File: config.mk
export PLATFORM = sky130hd
export DESIGN_NAME = simon_sequencer
export DESIGN_NICKNAME = d
export VERILOG_FILES = /design/src/rtl/simon_sequencer.sv
export SDC_FILE = /design/constraint.sdc
export NUM_CORES = 1
export LEC_CHECK = 0
export CORE_ASPECT_RATIO = 0.9
export CORE_MARGIN = 2
export CORE_UTILIZATION = 54
export CTS_BUF_LIST = sky130_fd_sc_hd__clkbuf_8
export CTS_CLUSTER_DIAMETER = 50
export DETAILED_ROUTE_END_ITERATION = 10
export PLACE_DENSITY = 0.87
export SYNTH_ARGS = -nofsm -noshare
export SYNTH_HDL_FRONTEND = slang
export SYNTH_SLANG_ARGS = --single-unit
File: constraint.sdc
create_clock -name clk -period 2.9 [get_ports clk]
set_clock_uncertainty 0.05 [all_clocks]
set_input_delay 0.435 -clock clk [delete_from_list [all_inputs] [get_ports clk]]
set_output_delay 0.435 -clock clk [all_outputs]
set_load 0.03 [all_outputs]
File: src/rtl/simon_sequencer.sv
// Simon Says game controller: grows a pseudo-random colour sequence in external memory,
// plays it on the LEDs and checks the player's presses. Optional macro: SIMON_INPUT_TIMEOUT_EN.
module simon_sequencer #(
    parameter int          DEPTH         = 30,
    parameter int          PTR_W         = 5,
    parameter int          DATA_W        = 6,
    parameter int          ON_TICKS      = 4,
    parameter int          OFF_TICKS     = 2,
    parameter logic [15:0] LFSR_SEED     = 16'hACE1,
    parameter int          TIMEOUT_TICKS = 1000
) (
    input  logic              clk,
    input  logic              rst_n,
    input  logic              start,
    input  logic              btn_valid,
    input  logic [1:0]        btn_color,
    output logic              mem_w_en,
    output logic [PTR_W-1:0]  mem_w_ptr,
    output logic [DATA_W-1:0] mem_w_data,
    output logic              mem_r_en,
    output logic [PTR_W-1:0]  mem_r_ptr,
    input  logic [DATA_W-1:0] mem_r_data,
    output logic              led_en,
    output logic [1:0]        led_color,
    output logic [PTR_W-1:0]  level,
    output logic              await_input,
    output logic              win,
    output logic              lose
);

    localparam logic [15:0]      SEED    = (LFSR_SEED == 16'h0) ? 16'hACE1 : LFSR_SEED;
    localparam logic [PTR_W-1:0] DEPTH_P = PTR_W'(DEPTH);

    typedef enum logic [3:0] {
        S_IDLE, S_APPEND, S_PLAY_RD, S_PLAY_ON, S_PLAY_OFF,
        S_IN_RD, S_IN_WAIT, S_WIN, S_LOSE
    } state_t;

`ifdef SIMON_INPUT_TIMEOUT_EN
    localparam int PLAY_MAX = (ON_TICKS > OFF_TICKS) ? ON_TICKS : OFF_TICKS;
    localparam int TICK_MAX = (TIMEOUT_TICKS > PLAY_MAX) ? TIMEOUT_TICKS : PLAY_MAX;
`else
    localparam int TICK_MAX = (ON_TICKS > OFF_TICKS) ? ON_TICKS : OFF_TICKS;
`endif
    localparam int TICK_W = $clog2(TICK_MAX + 1);

    state_t            state, state_next;
    logic [PTR_W-1:0]  idx;
    logic [15:0]       lfsr;
    logic [1:0]        shown_color, expected_color;
    logic [TICK_W-1:0] tick;
    logic              on_done, off_done, last_step, timed_out;
    logic              unused_ok;

    assign on_done   = (tick == TICK_W'(ON_TICKS - 1));
    assign off_done  = (tick == TICK_W'(OFF_TICKS - 1));
    assign last_step = ((idx + 1'b1) == level);

`ifdef SIMON_INPUT_TIMEOUT_EN
    assign timed_out = (tick == TICK_W'(TIMEOUT_TICKS - 1));
    assign unused_ok = ^mem_r_data[DATA_W-1:2];
`else
    assign timed_out = 1'b0;
    assign unused_ok = ^{mem_r_data[DATA_W-1:2], (TIMEOUT_TICKS != 0)};
`endif

    always_ff @(posedge clk) begin
        if (!rst_n) begin
            state <= S_IDLE;
        end else begin
            state <= state_next;
        end
    end

    always_comb begin
        state_next = state;
        case (state)
            S_IDLE, S_WIN, S_LOSE: if (start) state_next = S_APPEND;
            S_APPEND:   state_next = S_PLAY_RD;
            S_PLAY_RD:  state_next = S_PLAY_ON;
            S_PLAY_ON:  if (on_done) state_next = S_PLAY_OFF;
            S_PLAY_OFF: if (off_done) state_next = last_step ? S_IN_RD : S_PLAY_RD;
            S_IN_RD:    state_next = S_IN_WAIT;
            S_IN_WAIT: begin
                // a press in the timeout's final cycle still takes priority
                if (btn_valid) begin
                    if (btn_color != expected_color) state_next = S_LOSE;
                    else if (!last_step)             state_next = S_IN_RD;
                    else if (level == DEPTH_P)       state_next = S_WIN;
                    else                             state_next = S_APPEND;
                end else if (timed_out) begin
                    state_next = S_LOSE;
                end
            end
            default: state_next = S_IDLE;
        endcase
    end

    always_ff @(posedge clk) begin
        if (!rst_n) begin
            lfsr           <= SEED;
            level          <= '0;
            idx            <= '0;
            shown_color    <= 2'b00;
            expected_color <= 2'b00;
            tick           <= '0;
        end else begin
            if (state_next != state)          tick <= '0;
            else if (tick != {TICK_W{1'b1}})  tick <= tick + 1'b1;
            case (state)
                S_IDLE, S_WIN, S_LOSE: if (start) level <= '0;
                S_APPEND: begin
                    lfsr  <= {lfsr[0] ^ lfsr[2] ^ lfsr[3] ^ lfsr[5], lfsr[15:1]};
                    level <= level + 1'b1;
                    idx   <= '0;
                end
                S_PLAY_RD:  shown_color <= mem_r_data[1:0];
                S_PLAY_OFF: if (off_done) idx <= last_step ? '0 : idx + 1'b1;
                S_IN_RD:    expected_color <= mem_r_data[1:0];
                S_IN_WAIT:  if (btn_valid && (btn_color == expected_color)) idx <= idx + 1'b1;
                default: ;
            endcase
        end
    end

    always_comb begin
        mem_w_en    = 1'b0;
        mem_w_ptr   = '0;
        mem_w_data  = '0;
        mem_r_en    = 1'b0;
        mem_r_ptr   = '0;
        led_en      = 1'b0;
        led_color   = 2'b00;
        await_input = 1'b0;
        win         = 1'b0;
        lose        = 1'b0;
        case (state)
            S_APPEND: begin
                mem_w_en   = 1'b1;
                mem_w_ptr  = level;
                mem_w_data = {{(DATA_W-2){1'b0}}, lfsr[1:0]};
            end
            S_PLAY_RD, S_IN_RD: begin
                mem_r_en  = 1'b1;
                mem_r_ptr = idx;
            end
            S_PLAY_ON: begin
                led_en    = 1'b1;
                led_color = shown_color;
            end
            S_IN_WAIT: await_input = 1'b1;
            S_WIN:     win = 1'b1;
            S_LOSE:    lose = 1'b1;
            default: ;
        endcase
    end

endmodule
## Word level (Yosys, flattened, before mapping)

Cells that the tools add are included.

- $add $sub $neg: 3
- Equality and inequality tests: 19
- Mux-type cells: 25
- Bitwise gates (word level): 4
- Reduce and logical (&&, ||, !) cells: 9

Operator list:

| cell | number |
|---|---|
| two-way mux 5 bit | 6 |
| one-hot mux 4 bit (7 select lines) | 1 |
| two-way mux 4 bit | 5 |
| equality test 4 x 3 -> 1 bit (second input constant) | 4 |
| one-hot mux 5 bit (3 select lines) | 1 |
| adder 5 x 1 -> 5 bit (second input constant) | 2 |
| one-hot mux 5 bit (2 select lines) | 1 |
| two-way mux 3 bit | 3 |
| equality test 4 x 2 -> 1 bit (second input constant) | 2 |
| two-way mux 1 bit | 6 |
| inequality test 2 bit (second input constant) | 3 |
| equality test 5 bit | 1 |
| equality test 5 bit (second input constant) | 1 |
| equality test 4 x 1 -> 1 bit (second input constant) | 1 |
| equality test 4 bit (second input constant) | 1 |
| logical NOT 4 bit | 1 |
| two-way mux 2 bit | 2 |
| inequality test 4 bit | 1 |
| OR reduction 2 bit | 2 |
| adder 3 x 1 -> 3 bit (second input constant) | 1 |
| equality test 3 x 1 -> 1 bit (second input constant) | 1 |
| equality test 3 x 2 -> 1 bit (second input constant) | 1 |
| inequality test 3 bit (second input constant) | 1 |
| AND reduction 3 bit | 1 |
| 9 further kinds | 11 |

- Register bits after elaboration: 37
- Input bits: 12
- Logic and storage cells: 67

## Logic depth before layout (Yosys ltp)

Gate-level depths: netlist of run 1.

- Depth in word-level cells: 8
- Gate-level depth with buffers: 8
- Depth with buffers taken out: 7

## Worst setup path after synthesis of run 1

OpenSTA, ideal clock, no wires.

- Path type: register to output
- Start point: register state[1]
- End point: output mem_r_ptr[0]
- Arrival: 1.942 ns
- Data required time: 2.415 ns
- Path slack: 0.473 ns
- Cell stages (with the launch flop): 8
- Path buffers: 2
- Cell sequence: dfxtp_1 > clkbuf_1 > clkbuf_1 > nand2b_1 > nor2_1 > a21oi_1 > nor2_1 > and2_1

- Word-level cells in the longest chain between the ends: 3

Ends and longest elaborated chain:

| what | line | text |
|---|---|---|
| start: declaration | 47 | `state_t state, state_next;` |
| start signal: assignment | 71 | `state <= state_next;` |
| equality test 4 x 2 -> 1 bit / equality test 4 x 3 -> 1 bit (equally long branches) | 137 | `case (state)` |
| OR reduction 2 bit * | 137 |  |
| two-way mux 5 bit * | 137 |  |
| end: declaration | 21 | `output logic [PTR_W-1:0] mem_r_ptr,` |

Every way passes the cells marked *; elsewhere a longest branch is shown, timed or not.

## Final worst setup path of run 1

- Start point: register state[1]
- End point: output mem_r_ptr[2]

Same word-level chain as after synthesis.

==> results.sh, run 1 <==
export IMPL_insertion_delay_ns=0.29
export IMPL_crit_arrival_ns=2.20
export IMPL_grt_pass1_vias=1875
export IMPL_antennaDiodeCount=0
export IMPL_hp_class="register to register"
export IMPL_rr_startpoint="idx[0]$_SDFFE_PN0P_"
export IMPL_cts_sinks=37
export IMPL_holdPathStages=2
export IMPL_postCtsHoldBufs=0
export IMPL_routedWlPerCell_um=14.6
export IMPL_cts_buffers=5
export IMPL_synth_commonest_cells="nand2_1 (41), dfxtp_1 (37), nor2_1 (21)"
export IMPL_hold_path_startpoint="lfsr[15]$_SDFFE_PN1P_"
export IMPL_finalCriticalPeriod_ns=2.68
export IMPL_syn_area_um2=2160
export IMPL_synth_top_family_by_area="simple AND/OR/NAND/NOR gates"
export IMPL_crit_fanout=11
export IMPL_portBuffers=32
export IMPL_report_final_slew_viol_count=0
export IMPL_synth_mux_area_share_pct=2.49
export IMPL_rows=21
export IMPL_num_nets_final=318
export IMPL_coreArea_um2=3780
export IMPL_reg2reg_slack_ns=0.39
export IMPL_htree_levels=2
export IMPL_wirelength_um=5070
export IMPL_required_ns=2.41
export IMPL_cts_root_buf="clkbuf_8"
export IMPL_synth_compound_area_share_pct=20.7
export IMPL_yosysTopAreaCellShare_pct=34.3
export IMPL_drt_pass1_iterations=4
export IMPL_gp_congestion=0.922
export IMPL_syn_to_final_growth_pct=23.0
export IMPL_max_slew_margin_pct=61.2
export IMPL_p_seq_share_pct=43.3
export IMPL_reg2reg_to="tick[1]$_SDFFE_PP0P_"
export IMPL_cts_tree="done"
export IMPL_die_h_um=64.0
export IMPL_ios=41
export IMPL_switching_share_pct=29.1
export IMPL_globalRouteOverflowTotal=0
export IMPL_post_route_drc_count=0
export IMPL_timing_final_crit_share_pct=92.6
export IMPL_fmax_mhz=372
export IMPL_finalWorstSetupSlack_ns=0.215
export IMPL_grt_pass1_wl_um=8480
export IMPL_vias=1996
export IMPL_drtIter0Drc=204
export IMPL_synth_cell_type_count=54
export IMPL_yosysWarnings=0
export IMPL_status="finished, final reports clean"
export IMPL_syn_inst=264
export IMPL_hold_path_endpoint="lfsr[14]$_SDFFE_PN0P_"
export IMPL_cts_buffer_depth=2
export IMPL_synth_flop_cell="dfxtp_1"
export IMPL_synth_edf_count=0
export IMPL_grt_start_max_net_pins=23
export IMPL_r2r_cells=7
export IMPL_setup_tns_ns=0
export IMPL_syn_avg_cell_area_um2=8.18
export IMPL_combPwrFrac_pct=21.9
export IMPL_powerDensity_nw_per_um2=495
export IMPL_dp_slack_ns=0.373
export IMPL_synth_fa_ha_area_share_pct=4.06
export IMPL_critPathLaunchType="register"
export IMPL_path_class="register to primary output"
export IMPL_rsz0062_at_grt="false"
export IMPL_yosys_register_bits=37
export IMPL_leakage_nw=1.05
export IMPL_antenna_found_initial=0
export IMPL_dieArea_um2=4520
export IMPL_synth_simple_area_share_pct=28.1
export IMPL_grt_usage_pct=23.2
export IMPL_via_per_inst=5.77
export IMPL_clock_power_share_pct=34.8
export IMPL_antenna_left=0
export IMPL_ys_seq_area_share_pct=34.3
export IMPL_tightest_slew_ns=0.581
export IMPL_cap_violations=0
export IMPL_p_sw_mw=0.382
export IMPL_synth_top_area_cell="dfxtp_1"
export IMPL_synth_most_common_cell="nand2_1"
export IMPL_final_setup_viol_count=0
export IMPL_dpl_hpwl_um=3700
export IMPL_die_x_um=70.7
export IMPL_clk_pin_slew_ns=0.07
export IMPL_worst_setup_path_end_kind="primary output"
export IMPL_synth_xor_area_share_pct=4.81
export IMPL_p_int_mw=0.932
export IMPL_synthArstFlopShare_pct=0
export IMPL_cts_setup_buffers=0
export IMPL_synth_area_top_cells="dfxtp_1 (34%), nand2_1 (7.1%), ha_1 (4.1%)"
export IMPL_hold_violations=0
export IMPL_peakVddDrop_mv=0.350
export IMPL_initial_core_util_pct=57.1
export IMPL_drive_gt1_share_pct=10.7
-- flip-flops by register name (all words and copies together), names as in the netlist --
signal / cells
tick: 3
idx: 5
state: 4
expected_color: 2
lfsr: 16
level: 5
shown_color: 2
-- per-layer routing --
layer  global-route usage [%]  vias to the layer above  wire, µm
met3                     3.79                        9       324
li1                         -                      986         -
met1                     32.2                      938      2410
met2                     36.2                       63      2250
met5                        0                        -         0
met4                     8.96                        0        76
-- how the worst max path moves through the flow --
stage,slack (ns),startpoint,depth (start not counted),to
6_report,0.22,state[1]$_SDFF_PN0_,6,mem_r_ptr[2]
4_1_cts,0.13,state[1]$_SDFF_PN0_,6,mem_r_ptr[2]
5_1_grt,0.06,state[2]$_SDFF_PN0_,5,await_input
3_5_place_dp,0.37,btn_color[1],7,tick[1]$_SDFFE_PP0P_
2_1_floorplan,0.47,state[1]$_SDFF_PN0_,7,mem_r_ptr[0]
3_3_place_gp,0.39,btn_color[1],7,tick[1]$_SDFFE_PP0P_
-- what timing repair did --
item	CTS	global route
endpoints found under the setup margin	0	5
resized for setup	0	1
hold endpoints to repair	0	0
-- cells in the final DEF, fill, tap and decap left out, types with 3 or more instances in the layout --
cell type | netlist | layout
ha_1 | 7 | 7
nand3_1 | 14 | 14
dfxtp_1 | 37 | 37
nor3_1 | 5 | 5
nor2_1 | 21 | 20
inv_1 | 7 | 8
nand2b_1 | 4 | 4
buf_4 | 4 | 12
nor3b_1 | 5 | 5
mux2i_1 | 4 | 4
xnor2_1 | 5 | 5
xor2_1 | 5 | 5
o2111ai_1 | 4 | 4
a21oi_1 | 16 | 16
a31oi_1 | 4 | 4
a21boi_0 | 3 | 3
o21ai_0 | 4 | 4
and3_1 | 10 | 10
clkbuf_8 | 0 | 6
conb_1 | 1 | 4
nand2_1 | 41 | 41
and2_1 | 6 | 6
nor2b_1 | 8 | 8
clkdlybuf4s50_1 | 0 | 30
-- power groups by stage --
stage          combinational (mW)  sequential [mW]  clock, mW
6_report                    0.288            0.569      0.457
3_3_place_gp                0.279            0.578          0
4_1_cts                     0.287            0.568      0.465
5_1_grt                     0.316            0.574      0.485
2_1_floorplan               0.209            0.576          0
3_5_place_dp                0.286            0.579          0
-- area by class of cell --
class / instances / area (µm²)
clock buffer: 6 / 82.6
clock inverter: 2 / 33.8
fill: 319 / 1130
inverter: 9 / 33.8
multi-input combinational: 204 / 1320
sequential: 37 / 741
tap: 46 / 57.6
timing repair buffer: 42 / 390
-- through the flow --
step / utilization [%] / instance area, µm² / hold WS, ns / instances / total power [mW]
floorplan: - / 2170 / 0.382 / 267 / 0.786
global placement: 67.1 / 2540 / 0.387 / 338 / 0.857
detailed placement: 67.1 / 2540 / 0.398 / 338 / 0.865
CTS: 70.1 / 2650 / 0.409 / 346 / 1.32
global route: 70.2 / 2660 / 0.430 / 346 / 1.38
finish: 70.2 / 2660 / 0.408 / 346 / 1.31
-- cell families after synthesis --
group / Yosys count
and+or+nand+nor: 122
AOI/OAI and AO/OA: 55
DFF: 37
buffers and inverters: 26
xor gates and xnor gates: 11
adders and majority gates: 7
muxes: 5
other: 1
-- worst max-delay path, stage by stage, from the launching register on --
cell and delay (ns):
dfxtp_1 0.38, buf_4 0.20, nor2b_1 0.16, a21oi_1 0.10, nor2_2 0.22, and2_2 0.18
clkdlybuf4s50_1 0.66
No activity file was read; power rests on OpenSTA's default activity.
==> run 2, diff against run 1 <==
CTS_BUF_LIST = sky130_fd_sc_hd__clkbuf_4   (was sky130_fd_sc_hd__clkbuf_8)
==> run 2 against run 1 <==
  * Global-route usage rose by 0.13 points
  * Total power fell by 7.8%
  * Via count barely moved
  * Clock-buffer cell count did not move
  * Sequential power barely moved
  * Non-clock buffer count did not move
  * Final area fell by 1.2%
  * Utilization fell by 0.86 points
  * Wire length fell by 0.45%
  * Die area did not move
  * Largest power group unchanged
==> results.sh, run 2 (synthesized netlist as in run 1, its figures left out) <==
export IMPL_status="finished, final reports clean"
export IMPL_hold_path_startpoint="lfsr[15]$_SDFFE_PN1P_"
export IMPL_required_ns=2.41
export IMPL_fmax_mhz=364
export IMPL_drive_gt1_share_pct=10.7
export IMPL_clk_pin_slew_ns=0.11
export IMPL_rows=21
export IMPL_wirelength_um=5040
export IMPL_postCtsHoldBufs=0
export IMPL_powerDensity_nw_per_um2=462
export IMPL_cts_root_buf="clkbuf_4"
export IMPL_critPathLaunchType="register"
export IMPL_grt_usage_pct=23.3
export IMPL_hp_class="register to register"
export IMPL_dpl_hpwl_um=3700
export IMPL_timing_final_crit_share_pct=94.6
export IMPL_dp_slack_ns=0.373
export IMPL_htree_levels=2
export IMPL_initial_core_util_pct=57.1
export IMPL_slowest_stage="clkdlybuf4s50_1"
export IMPL_antenna_found_initial=0
export IMPL_cts_sinks=37
export IMPL_coreArea_um2=3780
export IMPL_cts_tree="done"
export IMPL_die_x_um=70.7
export IMPL_rsz0062_at_grt="false"
export IMPL_cap_violations=0
export IMPL_grt_pass1_wl_um=8450
export IMPL_finalWorstSetupSlack_ns=0.156
export IMPL_worst_setup_path_end_kind="primary output"
export IMPL_startpoint="state[1]$_SDFF_PN0_"
export IMPL_cts_buffer_depth=2
export IMPL_dp_cells=338
export IMPL_final_util_pct=69.3
export IMPL_path_cells="buf_4, nor2b_1, a21oi_1, nor2_2, and2_1, clkdlybuf4s50_1"
export IMPL_antenna_left=0
export IMPL_drtIter0Drc=195
export IMPL_insertion_delay_ns=0.34
export IMPL_die_h_um=64.0
export IMPL_crit_fanout=11
export IMPL_vias=1995
export IMPL_path_class="register to primary output"
export IMPL_routedWlPerCell_um=14.6
export IMPL_finalCriticalPeriod_ns=2.74
export IMPL_dieArea_um2=4520
export IMPL_peakVddDrop_mv=0.334
export IMPL_leakage_nw=1.06
export IMPL_tightest_slew_ns=0.578
export IMPL_max_slew_margin_pct=61.4
export IMPL_via_per_inst=5.77
export IMPL_layout_common_cells="nand2_1 (41), dfxtp_1 (37), clkdlybuf4s50_1 (28)"
export IMPL_reg_top3="lfsr (16), idx (5), level (5)"
export IMPL_path_buf_inv=2
export IMPL_power_total_mw=1.21
export IMPL_portBuffers=32
export IMPL_globalRouteOverflowTotal=0
export IMPL_drt_pass1_iterations=5
export IMPL_grt_start_max_net_pins=23
export IMPL_gp_congestion=0.922
export IMPL_cts_buffers=5
export IMPL_hold_ws_ns=0.412
export IMPL_setup_tns_ns=0
export IMPL_post_route_drc_count=0
export IMPL_grt_pass1_vias=1848
export IMPL_final_setup_viol_count=0
export IMPL_hold_violations=0
export IMPL_design_area_um2=2620
export IMPL_path_delay_family="buffers and inverters"
export IMPL_num_nets_final=318
export IMPL_final_common_cell="nand2_1"
export IMPL_instances_no_fill=346
export IMPL_slowest_delay_ns=0.66
export IMPL_largest_register="lfsr"
export IMPL_place_area_um2=2540
export IMPL_ios=41
export IMPL_crit_arrival_ns=2.26
export IMPL_rr_startpoint="idx[0]$_SDFFE_PN0P_"
export IMPL_fillerInstances=323
export IMPL_syn_to_final_growth_pct=21.5
export IMPL_antennaDiodeCount=0
export IMPL_largest_reg_flops=16
export IMPL_report_final_slew_viol_count=0
run 2: cell count changes in the layout (fill, tap and decap cells not counted):
cell,previous run,this run
clkinv_1,2,3
clkbuf_4,0,6
clkdlybuf4s50_1,30,28
dlymetal6s2s_1,0,2
inv_1,8,7
clkbuf_8,6,0
run 2: routing by layer:
| metal | global-route usage, % | wire length, µm | vias to the layer above |
|---|---|---|---|
| li1 | - | - | 992 |
| met1 | 32.1 | 2340 | 921 |
| met2 | 35.8 | 2240 | 74 |
| met5 | 0 | 0 | - |
| met3 | 5.99 | 390 | 8 |
| met4 | 7.55 | 69 | 0 |
run 2: power breakdown:
group	switching, mW	internal, mW
registers	0.0268	0.542
logic	0.175	0.113
clock network	0.166	0.189
run 2: worst min-delay path: cells and delay by family, from the launching register on:
family          cells  cell delay, ns
compound gates      1            0.05
simple gates        1            0.05
flops               1            0.33
run 2: timing repair:
item,4_1_cts,5_1_grt
resized for setup,0,3
setup endpoints to repair,0,7
setup buffers,0,0
run 2: final cells by class:
| type | count | area, µm² | area share (%) |
|---|---|---|---|
| Sequential cell | 37 | 741 | 28.2 |
| Timing Repair Buffer | 42 | 395 | 15.1 |
| Clock buffer | 6 | 45.0 | 1.72 |
| Tap cell | 46 | 57.6 | 2.19 |
| Clock inverter | 2 | 33.8 | 1.29 |
| Multi-Input combinational cell | 204 | 1320 | 50.2 |
| Inverter | 9 | 33.8 | 1.29 |
run 2: final timing paths:
kind / to / slack, ns / cells after the start
hold reg to reg: lfsr[14]$_SDFFE_PN0P_ / 0.41 / 2
setup reg to reg: tick[1]$_SDFFE_PP0P_ / 0.41 / 7
setup / recovery: mem_r_ptr[1] / 0.16 / 6
hold / removal: lfsr[14]$_SDFFE_PN0P_ / 0.41 / 2
==> run 3, diff against run 2 <==
CTS_CLUSTER_DIAMETER = unset   (was 50)
PLACE_DENSITY = 0.82   (was 0.87)
clock period = 2.7 ns   (was 2.9 ns; I/O delays follow)
==> run 3 against run 2 <==
  * Final cell count grew 0.29%
  * Clock-buffer cell count shrank 1
  * Largest cell class unchanged
  * Setup slack lost 0.059 ns
  * Via count grew 1.1%
  * Hold slack is essentially flat
  * Largest power group unchanged
  * Total power grew 7.9%
==> results.sh, run 3 (synthesized netlist as in run 1, its figures left out) <==
export IMPL_status="finished, final reports clean"
export IMPL_layout_common_cells="nand2_1 (41), dfxtp_1 (36), clkdlybuf4s50_1 (24)"
export IMPL_drive_gt1_share_pct=11.6
export IMPL_final_util_pct=69.9
export IMPL_globalRouteOverflowTotal=0
export IMPL_reg2reg_slack_ns=0.23
export IMPL_hp_class="register to register"
export IMPL_drt_pass1_iterations=4
export IMPL_switching_share_pct=31.6
export IMPL_required_ns=2.25
export IMPL_hold_path_startpoint="lfsr[13]$_SDFFE_PN1P_"
export IMPL_gp_congestion=0.937
export IMPL_largest_reg_flops=16
export IMPL_drtIter0Drc=181
export IMPL_cts_root_buf="clkbuf_4"
export IMPL_hold_violations=0
export IMPL_p_sw_mw=0.413
export IMPL_timing_final_crit_share_pct=96.4
export IMPL_fmax_mhz=384
export IMPL_final_common_cell="nand2_1"
export IMPL_grt_start_max_net_pins=29
export IMPL_cts_setup_buffers=0
export IMPL_max_slew_margin_pct=63.7
export IMPL_path_class="register to primary output"
export IMPL_hold_path_endpoint="lfsr[12]$_SDFFE_PN0P_"
export IMPL_vias=2017
export IMPL_rsz0062_at_grt="false"
export IMPL_ios=41
export IMPL_crit_arrival_ns=2.15
export IMPL_initial_core_util_pct=57.1
export IMPL_largest_register="lfsr"
export IMPL_leakage_nw=1.14
export IMPL_post_route_drc_count=0
export IMPL_powerDensity_nw_per_um2=494
export IMPL_rows=21
export IMPL_cts_buffers=5
export IMPL_grt_pass1_vias=1807
export IMPL_clk_pin_slew_ns=0.12
export IMPL_insertion_delay_ns=0.36
export IMPL_combPwrFrac_pct=23.5
export IMPL_htree_levels=2
export IMPL_antennaDiodeCount=0
export IMPL_syn_to_final_growth_pct=22.5
export IMPL_p_int_mw=0.895
export IMPL_setup_tns_ns=0
export IMPL_final_setup_viol_count=0
export IMPL_postCtsHoldBufs=0
export IMPL_die_x_um=70.7
export IMPL_rr_startpoint="idx[0]$_SDFFE_PN0P_"
export IMPL_cts_tree="done"
export IMPL_reg2reg_to="tick[1]$_SDFFE_PP0P_"
export IMPL_critPathLaunchType="register"
export IMPL_r2r_cells=7
export IMPL_clock_power_share_pct=29.6
export IMPL_via_per_inst=5.81
export IMPL_tightest_slew_ns=0.543
export IMPL_cts_sinks=37
export IMPL_antenna_found_initial=0
export IMPL_portBuffers=32
export IMPL_holdPathStages=2
export IMPL_routedWlPerCell_um=14.6
export IMPL_p_seq_share_pct=46.9
export IMPL_cts_buffer_depth=2
export IMPL_grt_usage_pct=23.6
export IMPL_dieArea_um2=4520
export IMPL_report_final_slew_viol_count=0
export IMPL_worst_setup_path_end_kind="primary output"
export IMPL_coreArea_um2=3780
export IMPL_dpl_hpwl_um=3650
export IMPL_grt_pass1_wl_um=8470
export IMPL_power_total_mw=1.31
export IMPL_die_h_um=64.0
export IMPL_wirelength_um=5070
export IMPL_num_nets_final=319
export IMPL_reg_top3="lfsr (16), idx (5), level (5)"
export IMPL_antenna_left=0
export IMPL_peakVddDrop_mv=0.303
export IMPL_crit_fanout=11
export IMPL_cap_violations=0
export IMPL_finalCriticalPeriod_ns=2.60
run 3: cell types whose count changed in the layout (fill, tap and decap cells not counted):
cell	change
buf_4	+1
nor2_1	-1
clkdlybuf4s50_1	-4
clkbuf_4	-1
nor2_2	+1
clkinvlp_4	+1
dfxtp_2	+1
dfxtp_1	-1
dlymetal6s2s_1	+4
run 3: worst max-delay path by stage:
| stage | start | slack [ns] | to |
|---|---|---|---|
| CTS | state[1]$_SDFF_PN0_ | 0.01 | led_color[0] |
| finish | state[1]$_SDFF_PN0_ | 0.1 | led_color[0] |
| floorplan | state[1]$_SDFF_PN0_ | 0.30 | mem_r_ptr[0] |
| global placement | idx[0]$_SDFFE_PN0P_ | 0.30 | tick[1]$_SDFFE_PP0P_ |
| global route | state[1]$_SDFF_PN0_ | 0.02 | led_color[1] |
| detailed placement | idx[0]$_SDFFE_PN0P_ | 0.25 | tick[1]$_SDFFE_PP0P_ |
run 3: timing repair:
item,CTS,global route
gates resized for setup,2,7
endpoints found under the hold margin,0,0
endpoints found under the setup margin,11,8
run 3: layout make-up:
| class | count | area, µm² |
|---|---|---|
| repair buffers | 43 | 413 |
| fillers | 313 | 1140 |
| clock inverters | 3 | 41.3 |
| inverters | 9 | 33.8 |
| flip-flops and latches | 37 | 742 |
| clock buffers | 5 | 37.5 |
| multi-input cells | 204 | 1320 |
| well taps | 46 | 57.6 |
run 3: stage by stage:
| stage | std cells | worst slack [ns] | area, µm² | hold slack (ns) |
|---|---|---|---|---|
| floorplan | 267 | 0.303 | 2170 | 0.382 |
| global placement | 339 | 0.297 | 2540 | 0.390 |
| detailed placement | 339 | 0.254 | 2540 | 0.397 |
| CTS | 347 | 0.0135 | 2630 | 0.414 |
| global route | 347 | 0.0162 | 2650 | 0.425 |
| finish | 347 | 0.0969 | 2650 | 0.412 |
run 3: power groups by stage:
| stage | registers (mW) | logic [mW] | clock network (mW) |
|---|---|---|---|
| 5_1_grt | 0.618 | 0.340 | 0.412 |
| 3_3_place_gp | 0.623 | 0.297 | 0 |
| 2_1_floorplan | 0.619 | 0.225 | 0 |
| 6_report | 0.613 | 0.308 | 0.387 |
| 3_5_place_dp | 0.624 | 0.302 | 0 |
| 4_1_cts | 0.612 | 0.304 | 0.393 |
run 3: per-layer routing:
metal,wire (µm),vias up,share of wire [%],GRT usage (%)
li1,-,995,-,-
met1,2330,931,46,32.9
met2,2250,84,44,35.5
met3,418,7,8.2,5.68
met4,75,0,1.5,8.73
met5,0,-,0,0
run 3: worst max-delay path, stage by stage, from the launching register on:
cell and delay, ns:
dfxtp_2 0.43, buf_4 0.20, nor2b_1 0.30, and3_1 0.20
clkdlybuf4s50_1 0.67
